[src/rtl/x68k_ldr_pkg.sv]
// Shared types and default sizing for the X68K ioctl loader bridge.
package x68k_ldr_pkg;

    localparam int LDR_AW       = 20;
    localparam int LDR_DEPTH    = 8;
    localparam int LDR_WAIT_LVL = 6;

    typedef enum logic [1:0] {P_IDLE, P_LOAD, P_DRAIN, P_DONE} phase_t;
    typedef enum logic [1:0] {H_IDLE, H_REQ, H_REL} hs_t;

    typedef struct packed {
        logic [LDR_AW-1:0] addr;
        logic [7:0]        data;
    } ldr_entry_t;

endpackage

[src/rtl/x68k_ldr_fifo.sv]
// Synchronous FIFO of loader entries; a push on a full FIFO is accepted only when a pop frees a slot that cycle.
module x68k_ldr_fifo
    import x68k_ldr_pkg::*;
#(
    parameter int DEPTH = LDR_DEPTH
) (
    input  logic                       clk_sys,
    input  logic                       reset_n,
    input  logic                       push,
    input  logic                       pop,
    input  ldr_entry_t                 din,
    output ldr_entry_t                 dout,
    output logic                       full,
    output logic                       empty,
    output logic [$clog2(DEPTH):0]     count
);

    localparam int PW = $clog2(DEPTH);
    localparam int CW = PW + 1;

    ldr_entry_t    mem [DEPTH];
    logic [PW-1:0] wp, rp;
    logic          do_push, do_pop;

    assign full    = (count == CW'(DEPTH));
    assign empty   = (count == '0);
    assign do_pop  = pop && !empty;
    assign do_push = push && (!full || do_pop);
    assign dout    = mem[rp];

    // Storage carries no reset; only pointers and occupancy define validity.
    always_ff @(posedge clk_sys) begin
        if (do_push)
            mem[wp] <= din;
    end

    always_ff @(posedge clk_sys) begin
        if (!reset_n) begin
            wp    <= '0;
            rp    <= '0;
            count <= '0;
        end else begin
            if (do_push) wp <= wp + PW'(1);
            if (do_pop)  rp <= rp + PW'(1);
            count <= count + CW'(do_push) - CW'(do_pop);
        end
    end

endmodule

[src/rtl/x68k_ldr_bridge.sv]
// Buffers the hps_io ioctl byte stream and replays it into the X68K loader port via req/ack.
// Optional build macro LDR_CHECKSUM_EN adds the ldr_sum byte checksum output.
module x68k_ldr_bridge
    import x68k_ldr_pkg::*;
#(
    parameter int AW       = LDR_AW,
    parameter int DEPTH    = LDR_DEPTH,
    parameter int WAIT_LVL = LDR_WAIT_LVL
) (
    input  logic          clk_sys,
    input  logic          reset_n,
    input  logic          ioctl_download,
    input  logic          ioctl_wr,
    input  logic [AW-1:0] ioctl_addr,
    input  logic [7:0]    ioctl_dout,
    output logic          ioctl_wait,
    output logic [AW-1:0] ldr_addr,
    output logic [7:0]    ldr_wdat,
    output logic          ldr_aen,
    output logic          ldr_wr,
    input  logic          ldr_ack,
    output logic          ldr_done,
    output logic          ldr_ovf
`ifdef LDR_CHECKSUM_EN
    ,
    output logic [15:0]   ldr_sum
`endif
);

    localparam int CW = $clog2(DEPTH) + 1;

    phase_t        phase, phase_n;
    hs_t           hs, hs_n;
    logic          dl_q;
    logic          push_req, push_ok, pop;
    logic          fifo_full, fifo_empty;
    logic [CW-1:0] fifo_cnt, cnt_n;
    ldr_entry_t    wr_ent, head;

    assign wr_ent   = '{addr: LDR_AW'(ioctl_addr), data: ioctl_dout};
    assign push_req = ioctl_wr && (phase == P_LOAD);
    assign pop      = (hs == H_REQ) && ldr_ack;
    assign push_ok  = push_req && (!fifo_full || pop);
    assign cnt_n    = fifo_cnt + CW'(push_ok) - CW'(pop);
    assign ldr_aen  = (phase == P_LOAD) || (phase == P_DRAIN);
    assign ldr_done = (phase == P_DONE);

    x68k_ldr_fifo #(.DEPTH(DEPTH)) u_fifo (
        .clk_sys (clk_sys),
        .reset_n (reset_n),
        .push    (push_req),
        .pop     (pop),
        .din     (wr_ent),
        .dout    (head),
        .full    (fifo_full),
        .empty   (fifo_empty),
        .count   (fifo_cnt)
    );

    always_comb begin
        phase_n = phase;
        hs_n    = hs;
        case (phase)
            P_IDLE:  if (ioctl_download && !dl_q)       phase_n = P_LOAD;
            P_LOAD:  if (!ioctl_download)               phase_n = P_DRAIN;
            P_DRAIN: if (fifo_empty && hs == H_IDLE)    phase_n = P_DONE;
            default: phase_n = phase;
        endcase
        // Requiring ack low before a new request keeps a long ack from retiring two bytes.
        case (hs)
            H_IDLE:  if (!fifo_empty && ldr_aen && !ldr_ack) hs_n = H_REQ;
            H_REQ:   if (ldr_ack)                            hs_n = H_REL;
            H_REL:   if (!ldr_ack)                           hs_n = H_IDLE;
            default: hs_n = H_IDLE;
        endcase
    end

    always_ff @(posedge clk_sys) begin
        if (!reset_n) begin
            phase      <= P_IDLE;
            hs         <= H_IDLE;
            dl_q       <= 1'b0;
            ldr_wr     <= 1'b0;
            ldr_addr   <= '0;
            ldr_wdat   <= '0;
            ldr_ovf    <= 1'b0;
            ioctl_wait <= 1'b0;
        end else begin
            phase      <= phase_n;
            hs         <= hs_n;
            dl_q       <= ioctl_download;
            ldr_wr     <= (hs_n == H_REQ);
            if (hs == H_IDLE && hs_n == H_REQ) begin
                ldr_addr <= AW'(head.addr);
                ldr_wdat <= head.data;
            end
            if (push_req && !push_ok)
                ldr_ovf <= 1'b1;
            ioctl_wait <= (cnt_n >= CW'(WAIT_LVL));
        end
    end

`ifdef LDR_CHECKSUM_EN
    always_ff @(posedge clk_sys) begin
        if (!reset_n)
            ldr_sum <= '0;
        else if (pop && phase != P_DONE)
            ldr_sum <= ldr_sum + {8'h00, head.data};
    end
`else
    // Checksum disabled: no ldr_sum port and no adder.
`endif

endmodule

[config.mk]
export PLATFORM = sky130hd
export DESIGN_NAME = x68k_ldr_bridge
export DESIGN_NICKNAME = d
export VERILOG_FILES = /design/src/rtl/x68k_ldr_pkg.sv /design/src/rtl/x68k_ldr_fifo.sv /design/src/rtl/x68k_ldr_bridge.sv
export SDC_FILE = /design/constraint.sdc
export NUM_CORES = 1
export LEC_CHECK = 0
export CORE_MARGIN = 5
export CORE_UTILIZATION = 63
export CTS_CLUSTER_SIZE = 30
export DETAILED_ROUTE_END_ITERATION = 6
export PLACE_DENSITY = 0.83
export SETUP_SLACK_MARGIN = 0.4
export SYNTH_ARGS = -nofsm -noshare
export SYNTH_HDL_FRONTEND = slang
export SYNTH_SLANG_ARGS = --single-unit
[constraint.sdc]
create_clock -name clk_sys -period 9.48 [get_ports clk_sys]
set_input_delay 1.422 -clock clk_sys [delete_from_list [all_inputs] [get_ports clk_sys]]
set_output_delay 1.422 -clock clk_sys [all_outputs]
set_load 0.01 [all_outputs]
## Yosys cells after proc, flatten, opt, wreduce, memory -nomap -nowiden

Memory sizes are Yosys's and may differ from the RTL's. A register that Yosys moved wholly into a read port is not among the register bits.
Index checks and enable logic that the tools add are counted.

| operators by class | value |
|---|---|
| $add $sub $neg | 6 |
| order comparisons | 1 |
| eq/ne operators | 10 |
| muxes and demuxes | 10 |
| reduce and logical (&&, ||, !) cells | 25 |

Operator list:

| operator | number |
|---|---|
| $mux 2 | 6 |
| $pmux 2 s3 | 2 |
| $logic_and 1x1->1 | 11 |
| $add 4x1->4 | 2 |
| $sub 4x1->4 | 2 |
| $add 3x1->3 const B | 2 |
| $eq 2x1->1 const B | 3 |
| $eq 2x2->1 const B | 3 |
| $logic_not 1->1 | 6 |
| $eq 4x4->1 const B | 1 |
| $ge 4x3->1 const B | 1 |
| $logic_not 2->1 | 2 |
| $logic_not 4->1 | 1 |
| $ne 2x2->1 const B | 2 |
| $reduce_and 4->1 | 1 |
| $logic_or 1x1->1 | 3 |
| $reduce_bool 3->1 | 1 |
| $mux 1 | 2 |
| $ne 2x1->1 const B | 1 |

| word-level totals | value |
|---|---|
| register bits | 18 |
| memory bits (writable) | 224 |
| bits of input ports | 33 |
| output and inout bits | 33 |
| logic and storage cells | 62 |
| memories | 1 |

Memory list:

| memory | depth | bits a word | read ports | clocked after Yosys merged registers in | write ports | RTL line | source |
|---|---|---|---|---|---|---|---|
| u_fifo.mem | 8 | 28 | 1 | 1 | 1 | x68k_ldr_fifo.sv:21 | `ldr_entry_t mem [DEPTH];` |

## Longest topological paths before layout

Gate-level depths: netlist of run 1.

| logic depth | value |
|---|---|
| depth after elaboration | 8 |
| gate-level depth with buffers | 10 |
| gate-level depth less buffers | 10 |

## By module

A second synthesis of run 1 with hierarchy kept.

| unflattened totals | value |
|---|---|
| cells, all modules | 598 |
| area total of the unflattened synthesis | 10,855.4 sq um |

Modules (own cells, without submodules):

| module | times used | cells an instance | area an instance (sq um) | sequential area each (sq um) |
|---|---|---|---|---|
| x68k_ldr_fifo | 1 | 418 | 9,250.1 | 6,986.7 |
| x68k_ldr_bridge | 1 | 180 | 1,605.3 | 720.7 |

## Worst setup path before layout of run 1

Ideal clock, no wire load.

| path | value |
|---|---|
| path type | input to register |
| start point | input ldr_ack |
| end point | memory u_fifo.mem[0][0] in the netlist's numbering, enable pin |
| library setup time | 484 ps |
| data arrival time | 4,666 ps |
| required time | 8,996 ps |
| path slack | 4,330 ps |
| stages on the path | 4 |
| path buffers | 0 |
| path through | nand3b_1 -> o211ai_1 -> nand3_1 -> nor4_1 |

| on the way | value |
|---|---|
| word-level cells in the longest chain between the ends | 6 |

Ends and longest elaborated chain:

| element | RTL line | source |
|---|---|---|
| start, declared | x68k_ldr_bridge.sv:21 | `input logic ldr_ack,` |
| $logic_and 1x1->1 | x68k_ldr_bridge.sv:42 | `assign pop = (hs == H_REQ) && ldr_ack;` |
| $logic_and 1x1->1 | x68k_ldr_fifo.sv:27 | `assign do_pop = pop && !empty;` |
| $logic_or 1x1->1 | x68k_ldr_fifo.sv:28 | `assign do_push = push && (!full \|\| do_pop);` |
| $logic_and 1x1->1 | x68k_ldr_fifo.sv:28 |  |
| $mux 1 | x68k_ldr_fifo.sv:33 | `if (do_push)` |
| $mux 1 (not written as such) | x68k_ldr_fifo.sv:34 | `mem[wp] <= din;` |
| end, declared | x68k_ldr_fifo.sv:21 |  |

Every way passes these cells.

## Worst setup path after layout of run 1

| path | value |
|---|---|
| start point | input ldr_ack |
| end point | memory u_fifo.mem[7][13] in the netlist's numbering, enable pin |

Same word-level chain as after synthesis.

==> results of run 1 <==
final cells by class:
type / instances / area (µm²) / share of cell area (%)
Timing Repair Buffer: 79 / 755.7 / 6.300
Clock buffer: 41 / 757.0 / 6.311
Clock inverter: 7 / 75.07 / 0.6258
Sequential cell: 270 / 7652 / 63.79
Tap cell: 216 / 270.3 / 2.253
Inverter: 14 / 52.55 / 0.4381
Multi-Input combinational cell: 230 / 2432 / 20.28
path summary, 6_finish.rpt:
kind | to | cells past startpoint | slack [ps] | startpoint
worst max-delay path | u_fifo.mem[7][13] | 5 | 5840 | ldr_ack
worst min-delay path | ldr_addr[18] | 2 | 510 | ldr_addr[18]
worst max register to register | ldr_wdat[5] | 6 | 6780 | phase[0]
worst min register to register | ldr_addr[18] | 2 | 510 | ldr_addr[18]
cells in the mapped netlist (all sizes together):
| cell type | n | area [µm²] |
|---|---|---|
| edfxtp | 224 | 6726 |
| mux4 | 56 | 1261 |
| dfxtp | 46 | 920.9 |
| nor2 | 33 | 123.9 |
| o21ai | 28 | 140.1 |
| o22ai | 28 | 175.2 |
| clkbuf | 18 | 67.56 |
| ha | 15 | 187.7 |
| inv | 14 | 52.55 |
| nand2 | 9 | 33.78 |
| and2 | 7 | 43.79 |
| buf | 7 | 32.53 |
| mux2i | 5 | 50.05 |
| a21oi | 4 | 20.02 |
| nand2b | 4 | 25.02 |
| nor3 | 4 | 20.02 |
| xor2 | 4 | 35.03 |
| a21boi | 3 | 22.52 |
| nand3 | 3 | 15.01 |
| nor2b | 3 | 18.77 |
| nor4b | 3 | 26.28 |
| xnor2 | 3 | 26.28 |
| a21o | 2 | 15.01 |
| and3 | 2 | 12.51 |
| fa | 2 | 40.04 |
| nand3b | 2 | 15.01 |
| nand4 | 2 | 12.51 |
| a2111oi | 1 | 10.01 |
| a31oi | 1 | 6.260 |
| nor4 | 1 | 6.260 |
| o211ai | 1 | 7.510 |
| o31a | 1 | 8.760 |
| o41ai | 1 | 8.760 |
| or3b | 1 | 8.760 |
| or4 | 1 | 7.510 |
routing by layer:
| metal | part of all wire (%) | vias up |
|---|---|---|
| li1 | - | 2321 |
| met1 | 39 | 2700 |
| met2 | 52 | 222 |
| met3 | 6.2 | 39 |
| met4 | 2.9 | 0 |
| met5 | 0 | - |
power by group through the flow:
stage / logic (W) / clock network [W] / registers [W]
6_report: 0.000340 / 0.000995 / 0.00139
5_1_grt: 0.000371 / 0.00106 / 0.00140
4_1_cts: 0.000345 / 0.00101 / 0.00139
3_5_place_dp: 0.000340 / 0 / 0.00142
3_3_place_gp: 0.000326 / 0 / 0.00141
2_1_floorplan: 0.000180 / 0 / 0.00142
per-stage QoR:
stage          instances  hold WS (ps)  util, %  instance area [µm²]
4_1_cts              857         513.5    75.51                12000
2_1_floorplan        539         467.7        -                10180
3_5_place_dp         809         492.0    70.27                11160
5_1_grt              857         530.0    75.51                12000
3_3_place_gp         809         477.2    70.27                11160
6_report             857         507.6    75.51                12000
flip-flops by register name (all words and copies together) (netlist names):
register	count
ldr_addr	20
ldr_wr	1
ldr_ovf	1
ldr_wdat	8
dl_q	1
ioctl_wait	1
phase	2
u_fifo.rp	3
hs	2
u_fifo.count	4
u_fifo.mem	224
u_fifo.wp	3
worst max-delay path, cell delays in order:
cell and delay (ps):
clkdlybuf4s50_1 550, nand3b_1 170, o211ai_1 310, nand4_1 420, nor2_4 890
kinds of logic after synthesis:
| kind of cell | share of synthesized area (%) |
|---|---|
| AOI/OAI and AO/OA | 4.067 |
| and+or+nand+nor | 3.624 |
| adders and majority gates | 2.236 |
| DFF | 75.10 |
| xor gates and xnor gates | 0.6021 |
| muxes | 12.88 |
| buffers and inverters | 1.499 |
==> flow_summary.yaml, run 1 <==
power:
  finalPower_w: 0.002727
  internal_power_w: 0.002095
  p_leak_nw: 3.904
  p_per_area_nw_per_um2: 227.4
  seqPwrFrac_pct: 51.0
  swShare_pct: 23.20
  combPwrFrac_pct: 12.5
  peakVddDrop_mv: 0.2066
  clock_power_share_pct: 36.5
  p_sw_w: 0.0006328
clocking:
  post-cts-setup-buffer-count: 0
  htreeDepth: 1
  ctsResizeCount: 0
  clk_latency_ps: 530
  cts_buffers: 26
  path_clk_slew_ps: 60
  hold_buffers: 0
  clock_path_buffers: 3
  cts_root_buffer: "clkbuf_16"
  cts_tree: "yes"
  cts.sink_count: 270
cells_and_area:
  area_growth_pct: 17.79
  final_common_cell: "edfxtp_1"
  drive_above_1_share_pct: 18.10
  n_fill_cell: 910
  final_cell_mix: "edfxtp_1 (224), clkdlybuf4s50_1 (65), mux4_2 (56)"
  fin_nets: 671
  diodes: 0
floorplan:
  start_util_pct: 64.11
  die_width_um: 137.1
  core-area_um2: 15890
  rows: 46
  io_pins: 66
  fp.dieH_um: 137.1
  dieArea_um2: 18810
global_routing:
  grt_usage_pct: 22.85
  grt.busiest_layer: "met2"
  grt.overflow.total: 0
  grt_start_max_net_pins: 57
  grt_antenna_before_repair: 0
  grt_pass1_wl_um: 31530
  grt_pass1_vias: 5504
  grt_use_met1_pct: 29.45
  grt_use_met3_pct: 4.596
  use_met2_pct: 39.26
synth:
  ys_ff_latch: 270
  yosysWarnings: 0
  synth.distinct_cells: 38
  synth_area_um2: 10180
  syn-num-nets: 589
  yosysSeqAreaShare_pct: 75.10
  avgSynthCellArea_um2: 18.89
  synthCells: 539
status:
  status: "finished, final reports clean"
run:
  maxCapViolations: 0
sta:
  fin_skew_ps: 14.53
  hold_viol_final: 0
  period_minus_slack_ps: 3639
  rsz0062_at_grt: "false"
  fin_crit_sh_pct: 38.39
  setup_viol: 0
  max_clock_freq_mhz: 274.8
  tightestPinTransition_ps: 1107
  slew_viol_final: 0
  max_slew_margin_pct: 26.19
  timing.setup.tns_ps: 0
  setup_slack_ps: 5841
drt:
  ant_nets: 0
  vias: 5282
  drtPass1Iterations: 5
  drc_errors: 0
  routedWlPerCell_um: 23.80
  routed_wirelength_um: 20400
  drt_iter0_drc: 399
  avgViaCountPerCell: 6.163
hold_path:
  holdCritPathClass: "register to register"
placed_design:
  place_ws_ps: 5359
  io_buffers: 65
  hpwl_um: 11810
  gp_congestion: 0.7497
worst_setup_path:
  crit_required_ps: 9620
  crit_fanout: 28
  worstPathArrival_ps: 3780
  start_kind: "input port"
  path_class: "input port to register"
  end_kind: "register"
No activity file was read; power rests on OpenSTA's default activity.
==> inputs of run 2 (changes only) <==
CORE_UTILIZATION = 58   (was 63)
PLACE_DENSITY = 0.77   (was 0.83)
clock period = 3.8 ns   (was 9.48 ns; I/O delays follow)
==> run 2 against run 1 <==
  * Core utilization decreased by 5.0 points
  * Sequential cell count unchanged
  * Via count decreased by 0.51%
  * Register-to-register slack got worse by 5500 ps
  * Total power increased to 2.6 times the previous value
  * Clock-buffer cell count decreased by 6
  * Cell count increased by 2.1%
  * Sequential power increased to 2.5 times the previous value
  * Setup slack got worse by 4800 ps
  * Clock skew increased by 4.4 ps
  * First-iteration DRC count decreased by 3.8%
  * Critical path depth increased by 5
  * Largest cell class unchanged
==> flow_summary.yaml, run 2 (same netlist as run 1, synthesis figures left out) <==
drt:
  vias: 5255
  drc_errors: 0
  avgViaCountPerCell: 6.006
  routed_wirelength_um: 19980
  routedWlPerCell_um: 22.84
  ant_nets: 0
  drt_iter0_drc: 384
  drtPass1Iterations: 4
clocking:
  cts_tree: "yes"
  cts.sink_count: 270
  post-cts-setup-buffer-count: 0
  path_clk_slew_ps: 60
  cts_root_buffer: "clkbuf_16"
  htreeDepth: 1
  clock_path_buffers: 3
  ctsResizeCount: 0
  hold_buffers: 0
  clk_latency_ps: 540
  cts_buffers: 27
cells_and_area:
  final_common_cell: "edfxtp_1"
  largest_register_ff_count: 224
  drive_above_1_share_pct: 19.23
  stdcell_area_um2: 12160
  fin_nets: 679
  diodes: 0
  largest_register: "u_fifo.mem"
  final_cell_mix: "edfxtp_1 (224), clkdlybuf4s50_1 (65), mux4_2 (56)"
  reg_top3: "u_fifo.mem (224), ldr_addr (20), ldr_wdat (8)"
  n_fill_cell: 1028
  area_growth_pct: 19.38
  final_cells: 875
sta:
  timing.setup.tns_ps: 0
  fin_crit_sh_pct: 71.64
  slew_viol_final: 0
  max_clock_freq_mhz: 367.4
  hold_viol_final: 0
  rsz0062_at_grt: "false"
  tightestPinTransition_ps: 842.0
  period_minus_slack_ps: 2722
  setup_viol: 0
  fin_skew_ps: 18.92
  max_slew_margin_pct: 43.87
global_routing:
  use_met2_pct: 33.95
  grt_use_met1_pct: 28.19
  grt_use_met3_pct: 3.864
  grt_antenna_before_repair: 0
  grt_pass1_vias: 5530
  grt_pass1_wl_um: 31490
  grt_start_max_net_pins: 43
  grt.busiest_layer: "met2"
  grt_usage_pct: 20.27
  grt.overflow.total: 0
worst_setup_path:
  rr_endpoint: "u_fifo.count[2]"
  reg2reg_slack_ps: 1240
  path_delay_family: "buffers and inverters"
  end_kind: "register"
  path_depth: 10
  start_kind: "input port"
  crit_fanout: 5
  path_class: "input port to register"
  cpPeakStageDelay_ps: 550
  crit_required_ps: 4220
  r2r_cells: 9
  rr_startpoint: "hs[1]"
  cp_slowest_cell: "clkdlybuf4s50_1"
  worstPathArrival_ps: 3140
  path_cells: "clkdlybuf4s50_1 -> nand3b_1 -> o211ai_1 -> nand3_1 -> inv_1 -> ha_1 -> inv_1 -> fa_1 -> xnor2_1 -> and2_1"
  crit_buf_inv: 3
  cp_common_cell: "inv_1"
placed_design:
  io_buffers: 65
  place_area_um2: 11240
  dp_cells: 825
  gp_congestion: 0.8015
  hpwl_um: 12010
floorplan:
  rows: 48
  io_pins: 66
  fp.dieH_um: 142.5
  dieArea_um2: 20310
  start_util_pct: 59.08
  die_width_um: 142.5
  core-area_um2: 17240
hold_path:
  hold_path_depth: 2
  min_to: "ldr_ovf"
  hold_start: "ldr_ovf"
  holdCritPathClass: "register to register"
power:
  peakVddDrop_mv: 0.4757
  p_per_area_nw_per_um2: 578.1
  p_leak_nw: 3.986
status:
  status: "finished, final reports clean"
run:
  maxCapViolations: 0
## run 2: cell types whose count changed in the layout (fill, tap and decap cells not counted), sizes merged
cell      delta
clkinvlp     -1
clkinv       +4
clkbuf       -6
inv          +2
bufinv       +3
buf          +7
## run 2: area by class of cell
class	instances	area, µm²	share of cell area [%]
repair buffers	86	808.3	6.649
inverters	14	52.55	0.4323
multi-input cells	230	2447	20.13
flip-flops and latches	270	7652	62.95
clock buffers	35	725.7	5.970
well taps	225	281.5	2.316
clock inverters	15	188.9	1.554
## run 2: worst max path at each step
stage	end	from
floorplan	u_fifo.mem[2][0]	ldr_ack
global placement	u_fifo.count[2]	ldr_ack
detailed placement	u_fifo.count[2]	ldr_ack
CTS	u_fifo.count[2]	ldr_ack
global route	u_fifo.count[2]	ldr_ack
finish	u_fifo.count[2]	ldr_ack
## run 2: power by group
group | total, W | switching [W] | internal (W)
clock | 0.00268 | 0.00106 | 0.00163
combinational | 0.000863 | 0.000461 | 0.000402
sequential | 0.00348 | 0.0000897 | 0.00339
## run 2: tightest hold or removal path: cells and delay by family, from the launching register on
family,cells,cell delay [ps]
flops,1,330
simple gates,1,90
compound gates,1,40
## run 2: stage by stage
step / power, W / utilization, % / hold slack, ps / setup slack (ps)
floorplan: 0.004003 / - / 467.7 / 223.2
global placement: 0.004356 / 65.22 / 472.1 / 720.0
detailed placement: 0.004403 / 65.22 / 483.7 / 624.8
CTS: 0.007088 / 70.53 / 497.7 / 1110
global route: 0.007311 / 70.53 / 523.1 / 967.3
finish: 0.007027 / 70.53 / 495.3 / 1078
## run 2: layer usage
layer	share of wire (%)	wire length (µm)
met5	0	0
met4	1.6	323
met3	5.8	1159
met2	51	10160
met1	42	8345
==> inputs of run 3 (changes only) <==
CORE_UTILIZATION = 53   (was 58)
PLACE_DENSITY = 0.74   (was 0.77)
clock period = 2.4 ns   (was 3.8 ns; I/O delays follow)
==> run 3 against run 2 <==
  * First-iteration DRC count increased by 47%
  * Critical endpoint is now u_fifo.mem[4][20]
  * Critical path type is now register to register
  * Wire length grew 15%
  * Sequential share of layout area fell by 4.3 points
==> flow_summary.yaml, run 3 (same netlist as run 1, synthesis figures left out) <==
hold_path:
  hold_path_depth: 3
  holdCritPathClass: "input port to register"
  hold_start: "reset_n"
  min_to: "ldr_addr[12]"
drt:
  drtPass1Iterations: 5
  avgViaCountPerCell: 5.804
  drt_iter0_drc: 566
  drc_errors: 0
  routed_wirelength_um: 22930
  routedWlPerCell_um: 23.86
  vias: 5578
  ant_nets: 0
worst_setup_path:
  end_kind: "register"
  reg2reg_slack_ps: 220
  start_kind: "register"
  rr_startpoint: "hs[1]"
  crit_required_ps: 2640
  rr_endpoint: "u_fifo.mem[4][20]"
  r2r_cells: 8
  worstPathArrival_ps: 2430
  path_class: "register to register"
  crit_fanout: 9
  crit_path_start: "hs[1]"
floorplan:
  core-area_um2: 18830
  die_width_um: 148.6
  dieArea_um2: 22090
  start_util_pct: 54.08
  rows: 50
  fp.dieH_um: 148.6
  io_pins: 66
power:
  p_sw_w: 0.002669
  peakVddDrop_mv: 0.6653
  internal_power_w: 0.008475
  combPwrFrac_pct: 16.2
  swShare_pct: 23.95
  p_leak_nw: 4.328
  finalPower_w: 0.01114
  p_per_area_nw_per_um2: 853.0
  seqPwrFrac_pct: 49.5
  clock_power_share_pct: 34.3
placed_design:
  hpwl_um: 12720
  gp_congestion: 0.7444
  io_buffers: 65
  place_area_um2: 11590
cells_and_area:
  drive_above_1_share_pct: 28.67
  stdcell_area_um2: 13060
  fin_nets: 730
  n_fill_cell: 1148
  diodes: 0
  final_cell_mix: "edfxtp_1 (224), clkdlybuf4s50_1 (61), mux4_2 (56)"
  largest_register_ff_count: 224
  final_common_cell: "edfxtp_1"
  area_growth_pct: 28.28
  largest_register: "u_fifo.mem"
  reg_top3: "u_fifo.mem (224), ldr_addr (20), ldr_wdat (8)"
global_routing:
  grt.overflow.total: 0
  grt_antenna_before_repair: 0
  grt_usage_pct: 18.89
  grt_start_max_net_pins: 23
  grt_pass1_vias: 5638
  grt_pass1_wl_um: 32150
clocking:
  cts_tree: "yes"
  cts.sink_count: 270
  path_clk_slew_ps: 60
  clk_latency_ps: 530
  htreeDepth: 1
  clock_path_buffers: 3
  hold_buffers: 0
  cts_root_buffer: "clkbuf_16"
  cts_buffers: 27
sta:
  setup_viol: 0
  slew_viol_final: 0
  hold_viol_final: 0
  period_minus_slack_ps: 2184
  max_clock_freq_mhz: 457.8
  max_slew_margin_pct: 58.52
  rsz0062_at_grt: "true"
  timing.setup.tns_ps: 0
  fin_crit_sh_pct: 91.01
  tightestPinTransition_ps: 622.2
  fin_skew_ps: 15.22
  hold_slack_ps: 280.7
status:
  status: "finished, final reports clean"
run:
  maxCapViolations: 0
## run 3: changes by cell type in the layout (fill, tap and decap cells not counted), sizes merged
cell	delta
buf	+42
clkbuf	+18
bufinv	-4
clkdlybuf4s50	-4
clkinv	-3
dlygate4sd2	+3
inv	-1
## run 3: worst max-delay path by stage
stage / to / depth (start not counted) / slack (ps)
2_1_floorplan: u_fifo.mem[0][0] / 4 / -100
6_report: u_fifo.mem[4][20] / 8 / 220
3_5_place_dp: u_fifo.count[2] / 10 / -160
4_1_cts: u_fifo.mem[6][17] / 8 / 370
3_3_place_gp: u_fifo.count[2] / 10 / -130
5_1_grt: u_fifo.mem[4][20] / 8 / 120
## run 3: repair_timing
action                                  CTS  global route
pin swaps                                 6             6
cloned                                    1            10
resized for setup                        27            31
buffers inserted                          7            17
endpoints found under the setup margin   89           246
## run 3: area by class of cell
| class | count | area, µm² | share of cell area [%] |
|---|---|---|---|
| repair buffers | 137 | 1625 | 12.44 |
| well taps | 260 | 325.3 | 2.490 |
| clock buffers | 43 | 765.7 | 5.861 |
| inverters | 14 | 52.55 | 0.4023 |
| multi-input cells | 230 | 2594 | 19.85 |
| clock inverters | 7 | 37.54 | 0.2873 |
| flip-flops and latches | 270 | 7664 | 58.66 |
## run 3: metrics by stage
stage	std cells	utilization, %	worst slack, ps
after floorplan	539	-	-95.50
after global placement	876	61.55	-133.3
after detailed placement	876	61.55	-156.3
after CTS	934	66.60	372.7
after global routing	961	69.38	116.1
final	961	69.38	215.7
## run 3: routing by layer
| metal | GRT usage [%] | routed length, µm |
|---|---|---|
| met5 | 0 | 0 |
| met4 | 3.926 | 264 |
| met3 | 3.169 | 1405 |
| met2 | 30.55 | 11840 |
| met1 | 27.66 | 9422 |
## run 3: power groups by stage
| stage | sequential [W] | combinational [W] | clock, W |
|---|---|---|---|
| floorplan | 0.00563 | 0.000743 | 0 |
| global placement | 0.00558 | 0.00141 | 0 |
| detailed placement | 0.00560 | 0.00144 | 0 |
| CTS | 0.00551 | 0.00161 | 0.00387 |
| global route | 0.00554 | 0.00195 | 0.00409 |
| finish | 0.00552 | 0.00180 | 0.00383 |
## run 3: critical path, stage by stage (launching register included)
cell and delay [ps]:
dfxtp_4 340, nand3b_1 220, o211ai_1 300, buf_4 180, nand4_1 170, buf_4 230, nor3_4 140, buf_4 170
clkbuf_16 160
